<file path="src/rtl/pe_operand_feeder.sv">
// Drives one PE through clear, weight load, activation stream and drain from host-written buffers.
// Latency: clear at T+1 after start; backpressure: activation valid/data held until upstream_ready.
module pe_operand_feeder #(
  parameter int DATA_WIDTH   = 8,
  parameter int WEIGHT_WIDTH = 8,
  parameter int WBUF_DEPTH   = 16,
  parameter int ABUF_DEPTH   = 16,
  parameter int DRAIN_CYCLES = 6,
  localparam int MAX_DEPTH   = (WBUF_DEPTH > ABUF_DEPTH) ? WBUF_DEPTH : ABUF_DEPTH,
  localparam int ADDR_W      = $clog2(MAX_DEPTH),
  localparam int WDAT_W      = (DATA_WIDTH > WEIGHT_WIDTH) ? DATA_WIDTH : WEIGHT_WIDTH,
  localparam int NW_W        = $clog2(WBUF_DEPTH) + 1,
  localparam int NA_W        = $clog2(ABUF_DEPTH) + 1
) (
  input  logic                           clk,
  input  logic                           rst,
  input  logic                           wr_en,
  input  logic                           wr_sel,
  input  logic [ADDR_W-1:0]              wr_addr,
  input  logic [WDAT_W-1:0]              wr_data,
  input  logic [NW_W-1:0]                num_weights,
  input  logic [NA_W-1:0]                num_acts,
  input  logic [1:0]                     cfg_act_func,
  input  logic [1:0]                     cfg_dataflow,
  input  logic                           start,
  output logic                           busy,
  output logic                           done,
  output logic [NA_W-1:0]                acts_sent,
  output logic                           pe_enable,
  output logic [1:0]                     pe_act_func_sel,
  output logic [1:0]                     pe_dataflow_mode,
  output logic                           pe_clear_acc,
  output logic                           pe_load_weight,
  output logic signed [WEIGHT_WIDTH-1:0] pe_weight_in,
  output logic signed [DATA_WIDTH-1:0]   pe_activation_in,
  output logic                           pe_upstream_valid,
  input  logic                           pe_upstream_ready
);

  localparam int WI_W  = $clog2(WBUF_DEPTH);
  localparam int AI_W  = $clog2(ABUF_DEPTH);
  localparam int DC_W  = (DRAIN_CYCLES > 1) ? $clog2(DRAIN_CYCLES) : 1;
  localparam logic [DC_W-1:0] DC_LAST = DC_W'((DRAIN_CYCLES > 0) ? DRAIN_CYCLES - 1 : 0);
  localparam logic [DC_W-1:0] DC_ONE  = DC_W'(1);
  localparam logic [NW_W-1:0] NW_MAX  = NW_W'(WBUF_DEPTH);
  localparam logic [NW_W-1:0] NW_ONE  = NW_W'(1);
  localparam logic [NA_W-1:0] NA_MAX  = NA_W'(ABUF_DEPTH);
  localparam logic [NA_W-1:0] NA_ONE  = NA_W'(1);

  typedef enum logic [2:0] {
    S_IDLE,
    S_CLEAR,
    S_LOADW,
    S_STREAM,
    S_DRAIN,
    S_DONE
  } state_t;

  state_t state_q, state_d;

  logic signed [WEIGHT_WIDTH-1:0] wbuf [WBUF_DEPTH];
  logic signed [DATA_WIDTH-1:0]   abuf [ABUF_DEPTH];

  logic [NW_W-1:0]                nw_q;
  logic [NA_W-1:0]                na_q;
  logic [NW_W-1:0]                widx_q;
  logic [NA_W-1:0]                sent_q;
  logic [DC_W-1:0]                dcnt_q;
  logic [1:0]                     func_q;
  logic [1:0]                     mode_q;
  logic signed [WEIGHT_WIDTH-1:0] wt_q;
  logic signed [DATA_WIDTH-1:0]   act_q;

  logic            idle_start;
  logic            wr_ok;
  logic [NA_W-1:0] sent_inc;
  logic [NW_W-1:0] nw_clamp;
  logic [NA_W-1:0] na_clamp;

  assign idle_start = (state_q == S_IDLE) && start;
  // Writes are only honoured while idle, and never alongside an accepted start.
  assign wr_ok      = wr_en && (state_q == S_IDLE) && !start;
  assign sent_inc   = sent_q + NA_ONE;
  assign nw_clamp   = (num_weights > NW_MAX) ? NW_MAX : num_weights;
  assign na_clamp   = (num_acts > NA_MAX) ? NA_MAX : num_acts;

  always_ff @(posedge clk) begin
    if (wr_ok && !wr_sel && (int'(wr_addr) < WBUF_DEPTH)) begin
      wbuf[wr_addr[WI_W-1:0]] <= wr_data[WEIGHT_WIDTH-1:0];
    end
    if (wr_ok && wr_sel && (int'(wr_addr) < ABUF_DEPTH)) begin
      abuf[wr_addr[AI_W-1:0]] <= wr_data[DATA_WIDTH-1:0];
    end
  end

  always_ff @(posedge clk or posedge rst) begin
    if (rst) begin
      state_q <= S_IDLE;
    end else begin
      state_q <= state_d;
    end
  end

  always_comb begin
    state_d = state_q;
    unique case (state_q)
      S_IDLE: begin
        if (start) state_d = S_CLEAR;
      end
      S_CLEAR: begin
        if (nw_q != '0)      state_d = S_LOADW;
        else if (na_q != '0) state_d = S_STREAM;
        else                 state_d = S_DRAIN;
      end
      S_LOADW: begin
        // widx_q counts weights already presented, so equality marks the last one.
        if (widx_q == nw_q) state_d = (na_q != '0) ? S_STREAM : S_DRAIN;
      end
      S_STREAM: begin
        if (pe_upstream_ready && (sent_inc == na_q)) state_d = S_DRAIN;
      end
      S_DRAIN: begin
        if (dcnt_q == DC_LAST) state_d = S_DONE;
      end
      S_DONE: begin
        state_d = S_IDLE;
      end
      default: state_d = S_IDLE;
    endcase
  end

  always_ff @(posedge clk or posedge rst) begin
    if (rst) begin
      nw_q   <= '0;
      na_q   <= '0;
      widx_q <= '0;
      sent_q <= '0;
      dcnt_q <= '0;
      func_q <= '0;
      mode_q <= '0;
      wt_q   <= '0;
      act_q  <= '0;
    end else begin
      unique case (state_q)
        S_IDLE: begin
          if (idle_start) begin
            nw_q   <= nw_clamp;
            na_q   <= na_clamp;
            func_q <= cfg_act_func;
            mode_q <= cfg_dataflow;
            sent_q <= '0;
          end
        end
        S_CLEAR: begin
          widx_q <= NW_ONE;
          dcnt_q <= '0;
          if (nw_q != '0)      wt_q  <= wbuf[0];
          else if (na_q != '0) act_q <= abuf[0];
        end
        S_LOADW: begin
          if (widx_q != nw_q) begin
            wt_q   <= wbuf[widx_q[WI_W-1:0]];
            widx_q <= widx_q + NW_ONE;
          end else if (na_q != '0) begin
            act_q <= abuf[0];
          end
        end
        S_STREAM: begin
          if (pe_upstream_ready) begin
            sent_q <= sent_inc;
            if (sent_inc != na_q) act_q <= abuf[sent_inc[AI_W-1:0]];
          end
        end
        S_DRAIN: begin
          dcnt_q <= dcnt_q + DC_ONE;
        end
        default: ;
      endcase
    end
  end

  assign busy              = (state_q != S_IDLE);
  assign done              = (state_q == S_DONE);
  assign pe_enable         = (state_q != S_IDLE) && (state_q != S_DONE);
  assign pe_clear_acc      = (state_q == S_CLEAR);
  assign pe_load_weight    = (state_q == S_LOADW);
  assign pe_upstream_valid = (state_q == S_STREAM);
  assign acts_sent         = sent_q;
  assign pe_act_func_sel   = func_q;
  assign pe_dataflow_mode  = mode_q;
  assign pe_weight_in      = wt_q;
  assign pe_activation_in  = act_q;

endmodule

</file>
<file path="config.mk">
export PLATFORM = sky130hd
export DESIGN_NAME = pe_operand_feeder
export DESIGN_NICKNAME = d
export VERILOG_FILES = /design/src/rtl/pe_operand_feeder.sv
export SDC_FILE = /design/constraint.sdc
export NUM_CORES = 1
export LEC_CHECK = 0
export ABC_AREA = 1
export CAP_MARGIN = 10
export CELL_PAD_IN_SITES_DETAIL_PLACEMENT = 2
export CELL_PAD_IN_SITES_GLOBAL_PLACEMENT = 2
export CORE_MARGIN = 2
export CORE_UTILIZATION = 35
export DETAILED_ROUTE_END_ITERATION = 6
export PLACE_DENSITY_LB_ADDON = 0.1
export SYNTH_ARGS = -nofsm -noshare
export SYNTH_HDL_FRONTEND = slang
export SYNTH_SLANG_ARGS = --single-unit
</file>
<file path="constraint.sdc">
create_clock -name clk -period 2.52 [get_ports clk]
set_input_delay 0.63 -clock clk [delete_from_list [all_inputs] [get_ports clk]]
set_output_delay 0.63 -clock clk [all_outputs]
set_load 0.01 [all_outputs]
</file>
# ---- Word-level counts from Yosys, hierarchy flattened
# Memory sizes are Yosys's and may differ from the RTL's.
# Index checks and enable logic that the tools add are counted.
dict set report totals {
  inputBits 32
  n_memories 2
  ff_bits 46
  word_cells 90
  mem_bits_rw 256
  out_inout_bits 31
}
# name words width read_ports rd_ports_with_merged_regs wr line_no
set memory_table {}
lappend memory_table {abuf 16 8 2 0 1 62} ;# logic signed [DATA_WIDTH-1:0] abuf [ABUF_DEPTH];
lappend memory_table {wbuf 16 8 2 0 1 61} ;# logic signed [WEIGHT_WIDTH-1:0] wbuf [WBUF_DEPTH];
dict set report op_classes {
  addsub 3
  n_lt_le_gt_ge 2
  n_eq_ne 22
  n_reduce_logical 23
  n_mux 28
}
# operator n
set op_table {}
lappend op_table {{two-way mux 8 bit} 7}
lappend op_table {{two-way mux 5 bit} 5}
lappend op_table {{case mux 8 bit (3 select lines)} 1}
lappend op_table {{case mux 5 bit (2 select lines)} 2}
lappend op_table {{two-way mux 3 bit} 6}
lappend op_table {{case mux 8 bit (2 select lines)} 1}
lappend op_table {{case mux 3 bit (5 select lines)} 1}
lappend op_table {{inequality test 2 x 1 -> 1 bit, second input constant} 6}
lappend op_table {{adder 5 x 1 -> 5 bit, second input constant} 2}
lappend op_table {{equality test 5 bit} 2}
lappend op_table {{> comparator 5 bit, second input constant} 2}
lappend op_table {{inequality test 2 bit, second input constant} 5}
lappend op_table {{inequality test 5 bit} 2}
lappend op_table {{nonzero test 5 bit} 2}
lappend op_table {{equality test 3 bit, second input constant} 3}
lappend op_table {{logical AND 1 bit} 7}
lappend op_table {{equality test 3 x 2 -> 1 bit, second input constant} 2}
lappend op_table {{case mux 3 bit (2 select lines)} 1}
lappend op_table {{AND reduction 3 bit} 2}
lappend op_table {{nonzero test 2 bit} 3}
lappend op_table {{nonzero test 3 bit} 2}
lappend op_table {{AND reduction 5 bit} 1}
lappend op_table {{two-way mux 1 bit} 4}
lappend op_table {{AND reduction 2 bit} 2}
lappend op_table {{other kinds (6)} 7}

# ---- Logic depth before layout (Yosys ltp)
dict set report logic_depth {
  word_depth 6
  mapped_depth 14
  depth_no_buf 13
}

# ---- Worst setup path before layout
# No wires, ideal clock.
dict set report synth_timing {
  path_type {input to register}
  start {in start}
  end {mem wbuf[15][0] (enable)}
  required_ns 2.150
  arrival_time_ns 1.597
  path_stages 6
  path_buffers 1
  setup_slack_ns 0.553
  setup_ns 0.370
  cell_sequence {inv_1 > nand2_1 > inv_1 > nand3b_1 > buf_2 > nor2_1}
}
dict set report synth_between {
  elab_chain_len 5
}
# item line_no
set synth_lines {}
lappend synth_lines {{start: declaration} 25} ;# input logic start,
lappend synth_lines {{logical NOT 1 bit} 82} ;# assign wr_ok = wr_en && (state_q == S_IDLE) && !start;
lappend synth_lines {{logical AND 1 bit} 82}
lappend synth_lines {{logical AND 1 bit} 88} ;# if (wr_ok && !wr_sel && (int'(wr_addr) < WBUF_DEPTH)) begin
lappend synth_lines {{two-way mux 1 bit} 88}
lappend synth_lines {{two-way mux 1 bit (implied by the code)} 89} ;# wbuf[wr_addr[WI_W-1:0]] <= wr_data[WEIGHT_WIDTH-1:0];
lappend synth_lines {{end: declaration} 61}
# Every way passes these cells.

# ---- Worst setup path after layout
dict set report layout_timing {
  start {reg state_q[2]}
  end {out pe_upstream_valid}
}
dict set report layout_between {
  elab_chain_len 1
}
# item line_no
set layout_lines {}
lappend layout_lines {{start: declaration} 59} ;# state_t state_q, state_d;
lappend layout_lines {{start signal: assignment} 100} ;# state_q <= state_d;
lappend layout_lines {{equality test 3 x 2 -> 1 bit} 187} ;# assign pe_upstream_valid = (state_q == S_STREAM);
lappend layout_lines {{end: declaration} 36} ;# output logic pe_upstream_valid,
# Every way passes these cells.

==> out/qor.yml <==
vdd_ir_drop_max_mv: 0.612
clk_path_buf_depth: 3
dieHeight_um: 197
ant_nets: 0
port_buffers: 62
routed_via_density: 5.13
path_clk_slew_ps: 60
cts_hold_repair.buffers: 0
min_period_over_period: 0.968
gr-total-overflow: 0
synth_edf_count: 256
tritoncts: "yes"
finalHoldViolCount: 0
p_switching_mw: 5.61
synth-seq-cells: 302
rsz0062_at_grt: "false"
synth_warnings: 0
grt_start_max_net_pins: 72
internal-power_mw: 10.8
drv_cap: 0
syn2layout_area_growth_pct: 21.5
dpl.hpwl_mm: 26.9
slowest_stage: "clkdlybuf4s50_1"
yosysSeqAreaShare: 0.679
wl_per_cell_um: 22.4
io_pins: 63
holdWs_ps: 468
cts.sinks: 302
post-route-drc-count: 0
finalPower_mw: 16.4
p_leak_nw: 6.13
path_buf_inv: 3
cts_setup_buffers: 0
cellPowerDensity_nw_per_um2: 1040
dr.pass1.iters: 4
reg2reg_slack_ps: 310
yosysTopAreaCell: "edfxtp_1"
combinationalPowerShare: 0.306
cp_top_family: "buffers and inverters"
path_class: "reg -> out"
cts_buffers: 35
antenna_found_initial: 0
critPathCaptureType: "output port"
status: "finished, final reports clean"
layout_setup_ws_ps: 79.4
core-area_um2: 36600
synth-async-reset-ratio: 0.152
wirelength_mm: 41.3
yosysTopAreaCellShare: 0.590
clkLatencyLatePin_ps: 520
dp_slack_ps: 88.3
setup_viol: 0
final_nets: 1386
max_freq_ghz: 0.410
die_width_um: 197
worstPathRequired_ps: 1890
synth_nets: 1276
yosys.cell_types.count: 37
drtIter0Drc: 468
clkPwrFrac: 0.327
dr_total_vias: 9451
worstMarginPinSlew_ps: 666
hold_path_class: "in -> async"
synth_common_cells: "nand2_1 (373), edfxtp_1 (256), nor2_1 (122)"
htreeDepth: 2
gr-usage-all-layers: 0.219
avgSynthCellArea_um2: 10.5
grt_pass1_wl_mm: 62.9
slew_violations: 0
power.share.sequential: 0.367
cp-start-kind: "flop"
drive_gt1_frac: 0.111
swShare: 0.342
gp_congestion: 0.779
antenna_cells: 0
rows: 70
min_period_ps: 2440
final_cells: 1844
critPathArrivalTime_ps: 1810
yosysMostFrequentCell: "nand2_1"
synthFlopType: "edfxtp_1"
synthTopCellsByArea: "edfxtp_1 (59%), nand2_1 (11%), dfrtp_1 (8.8%)"
dp.cells: 1781
clock_skew_ps: 9.47
initial_core_util: 0.356
cp_cell_sequence: "inv_2 -> nand3_1 -> inv_1 -> clkdlybuf4s50_1"
synthesis.area_um2: 13000
die-area_um2: 38800
relSlewSlack: 0.554
timing.setup.tns_ps: 0
crit_fanout: 5
clock-root-buffer: "clkbuf_16"
synthCells: 1240
cp_slowest_stage_delay_ps: 540
grt_pass1_vias: 10300
registers in the layout (all words and copies together), names as in the netlist:
signal and cells:
state_q 3, pe_act_func_sel 2, nw_q 5, pe_activation_in 8, wbuf 128, na_q 5, acts_sent 5, pe_dataflow_mode 2
pe_weight_in 8, abuf 128, widx_q 5, dcnt_q 3
timing repair:
action / 4_1_cts / 5_1_grt
pin swaps: 0 / 0
cloned: 0 / 0
resized for setup: 4 / 2
setup endpoints to repair: 4 / 1
power by group through the flow:
stage	sequential (mW)	combinational (mW)	clock, mW
final	6.01	5.00	5.36
after detailed placement	6.10	5.07	0
after CTS	6.02	5.11	5.49
after floorplan	6.12	3.04	0
after global placement	6.10	4.94	0
after global routing	6.06	5.63	5.64
worst min-delay path, stage by stage:
cell and delay (ps):
clkdlybuf4s50_1 410, inv_2 70, buf_12 240
metal layers:
metal	vias up	wire length, um	GRT usage
met2	185	20000	0.375
li1	4430	-	-
met3	43	1520	0.0272
met4	0	789	0.0549
met1	4793	19100	0.294
met5	-	0	0
layout by cell type (no fill, tap or decap), types with 2 or more instances in the layout:
cell,synthesis,layout
nand4_1,4,4
nand2_2,10,10
clkinv_1,2,12
a21oi_1,24,24
o22ai_1,11,11
clkbuf_8,0,2
buf_4,4,53
o21ai_1,5,5
dlygate4sd2_1,0,3
nor2_2,2,2
nor3_1,3,2
nor2_4,2,2
dfrtp_1,46,42
bufinv_16,0,6
nand2_4,4,4
clkinvlp_4,0,2
nand2_1,373,373
buf_12,0,13
nor2_1,122,122
clkbuf_16,0,37
nand3_1,116,116
o221ai_1,5,5
o211ai_1,11,11
edfxtp_1,256,256
inv_2,11,12
inv_1,74,73
o21ai_0,86,86
xnor2_1,2,2
xor2_1,2,2
clkbuf_1,17,5
ha_1,4,4
dfrtp_2,0,4
clkdlybuf4s50_1,0,59
o41ai_1,2,2
through the flow:
stage	cell area (um2)	utilization
after floorplan	13000	-
after global placement	14600	0.399
after detailed placement	14600	0.399
after CTS	15800	0.432
after global routing	15800	0.432
final	15800	0.432
cell families (layout without fill, tap and decap cells):
kind of cell / after synthesis / count (layout) / share of synthesized area
AO/OA/AOI/OAI: 146 / 146 / 0.0618
XOR/XNOR: 4 / 4 / 0.00269
adder cells (fa/ha/maj): 4 / 4 / 0.00384
buffers and inverters: 144 / 280 / 0.0483
flip-flops: 302 / 302 / 0.679
AND/OR/NAND/NOR: 640 / 640 / 0.204
final cells by class:
cell class / instances / area (um2)
clock inverter: 19 / 238
clock buffer: 44 / 972
timing repair buffer: 128 / 1270
tap: 468 / 586
multi-input combinational: 794 / 3560
sequential: 302 / 8840
inverter: 89 / 344
fill: 3839 / 20800
worst paths after layout:
check	depth (start not counted)	start	endpoint
setup reg to reg	8	widx_q[0]$_DFFE_PP0P_	pe_weight_in[4]$_DFFE_PP0P_
min in group clk	2	pe_act_func_sel[1]$_DFFE_PP0P_	pe_act_func_sel[1]$_DFFE_PP0P_
max in group asynchronous	3	rst	acts_sent[0]$_DFFE_PP0P_
setup / recovery	4	state_q[2]$_DFFE_PP0P_	pe_upstream_valid
hold reg to reg	2	pe_act_func_sel[1]$_DFFE_PP0P_	pe_act_func_sel[1]$_DFFE_PP0P_
hold / removal	3	rst	pe_weight_in[5]$_DFFE_PP0P_
Power figures use the tool's default switching activity.
==> RTL change: new RTL, config.mk and constraints unchanged <==
The parameter `WBUF_DEPTH` goes from 16 to 32.
--- a/src/rtl/pe_operand_feeder.sv
+++ b/src/rtl/pe_operand_feeder.sv
@@ -5,3 +5,3 @@
   parameter int WEIGHT_WIDTH = 8,
-  parameter int WBUF_DEPTH   = 16,
+  parameter int WBUF_DEPTH   = 32,
   parameter int ABUF_DEPTH   = 16,
Interface: changed (resized num_weights and wr_addr); port bits go from 63 to 65. No check against the original RTL was run, so the function may have changed too.
==> RTL change against the unedited design <==
- synthesized area rose by 42%
- routed wire length rose by 48%
- final area rose by 40%
- synthesized cell count rose by 43%
- largest cell class unchanged
- worst setup slack got worse by 30 ps
- count of clock-buffer cells in the layout rose by 20
- combinational power rose by 51%
- sequential cell count rose by 130
- total power rose by 42%
==> RTL change: results (changes against the unedited design) <==
gp_congestion: 0.7926  # +1.8%
met3_length_um: 1756  # +16%
met2_usage_pct: 39.00  # +1.5 points
start_kind: "flop"
grt_first_pass_wirelength_um: 92810  # +47%
fin_skew_ps: 18.08  # +8.610 ps
tightest_slew_ps: 866.0  # +199.5 ps
synth-edff-count: 384  # +50%
clkTransAtPathRegs_ps: 60  # about the same
vias: 13357  # +41%
grtUsageMet1_pct: 30.69  # +1.2 points
fill_cells: 5492  # +43%
ff2ff_setup_slack_ps: 200  # -110 ps
wl_met1_um: 27930  # +47%
holdWs_ps: 331.6  # -136.0 ps
grt_use_total_pct: 22.90  # +1.0 points
dr.pass1.iters: 5  # +1
p_leak_nw: 8.760  # +43%
reg2reg_to: "pe_activation_in[6]$_DFFE_PP0P_"
ir_drop_mv: 0.5983  # -2.3%
vias_per_cell: 5.058  # -1.3%
synth_cell_types: 32  # -14%
combPwrFrac_pct: 32.5  # +1.9 points
portBuffers: 64  # +3.2%
h-tree-depth: 2  # unchanged
fin_crit_ps: 2470  # +29.60 ps
outcome: "finished, final reports clean"
grt_max_degree: 68  # -5.6%
critPathCapture: "acts_sent[0]"
p_seq_share_pct: 36.2  # -0.5 points
antenna_found_initial: 2  # +2
r2r_start: "acts_sent[0]$_DFFE_PP0P_"
switching_share_pct: 36.39  # +2.2 points
synth_common_cells: "674 x nand2_1, 384 x edfxtp_1, 225 x nand3_1"
layout.nets: 1952  # +41%
ff2ff_path_depth: 12  # +4
wl_met2_um: 30000  # +50%
async_flop_share_pct: 11.11  # -4.1 points
synthTopCellsByArea: "edfxtp_1 62%, nand2_1 14%, dfrtp_1 6.5%"
drt-initial-drc-count: 822  # +76%
dp_hpwl_um: 40700  # +51%
crit_fanout: 18  # +13
clk_latency_ps: 610  # +90 ps
syn_avg_cell_area_sq_um: 10.49  # -0.11%
place_area_sq_um: 20530  # +41%
synthesis.nets: 1806  # +42%
drive_gt1_share_pct: 12.14  # +1.0 points
grtUsageMet3_pct: 2.602  # -0.12 points
grt_pass1_vias: 14662  # +43%
[RTL change: cell count changes in the layout (fill, tap and decap cells not counted), moves of 11 or more]
cell       unedited run  this run
edfxtp_1            256       384
clkbuf_16            37        50
nand3_1             116       224
o21ai_0              86        32
nand2_1             373       674
a21oi_1              24        52
buf_4                53        98
o211ai_1             11         0
[RTL change: metrics by stage]
| stage | TNS (ps) | power [mW] |
|---|---|---|
| 4_1_cts | 0 | 23.62 |
| 3_5_place_dp | -2519 | 16.18 |
| 5_1_grt | -130.5 | 24.68 |
| 2_1_floorplan | 0 | 13.17 |
| 6_report | 0 | 23.31 |
| 3_3_place_gp | -595.8 | 15.97 |
[RTL change: cell type report]
| class | instances | share of cell area [%] |
|---|---|---|
| sequential | 432 | 57.35 |
| multi-input combinational | 1164 | 22.69 |
| timing repair buffer | 175 | 7.154 |
| clock buffer | 64 | 5.960 |
| tap | 688 | 3.876 |
| inverter | 92 | 1.583 |
| clock inverter | 25 | 1.375 |
| antenna | 1 | 0.01127 |
[RTL change: critical path, stage by stage (launching register included)]
cell and delay (ps):
dfrtp_2 400, buf_4 250, clkdlybuf4s50_1 590
[RTL change: kinds of logic after synthesis]
logic type | synth area share (%)
adder cells (fa/ha/maj) | 0.2699
XOR/XNOR | 0.2834
AND/OR/NAND/NOR | 23.89
flip-flops | 68.66
buffers and inverters | 4.285
AO/OA/AOI/OAI | 2.611
[RTL change: repair_timing]
item / in CTS / in global routing
endpoints found under the setup margin: 6 / 10
buffers inserted: 1 / 1
endpoints found under the hold margin: 0 / 0
hold buffers: 0 / 0
gates resized for setup: 12 / 0
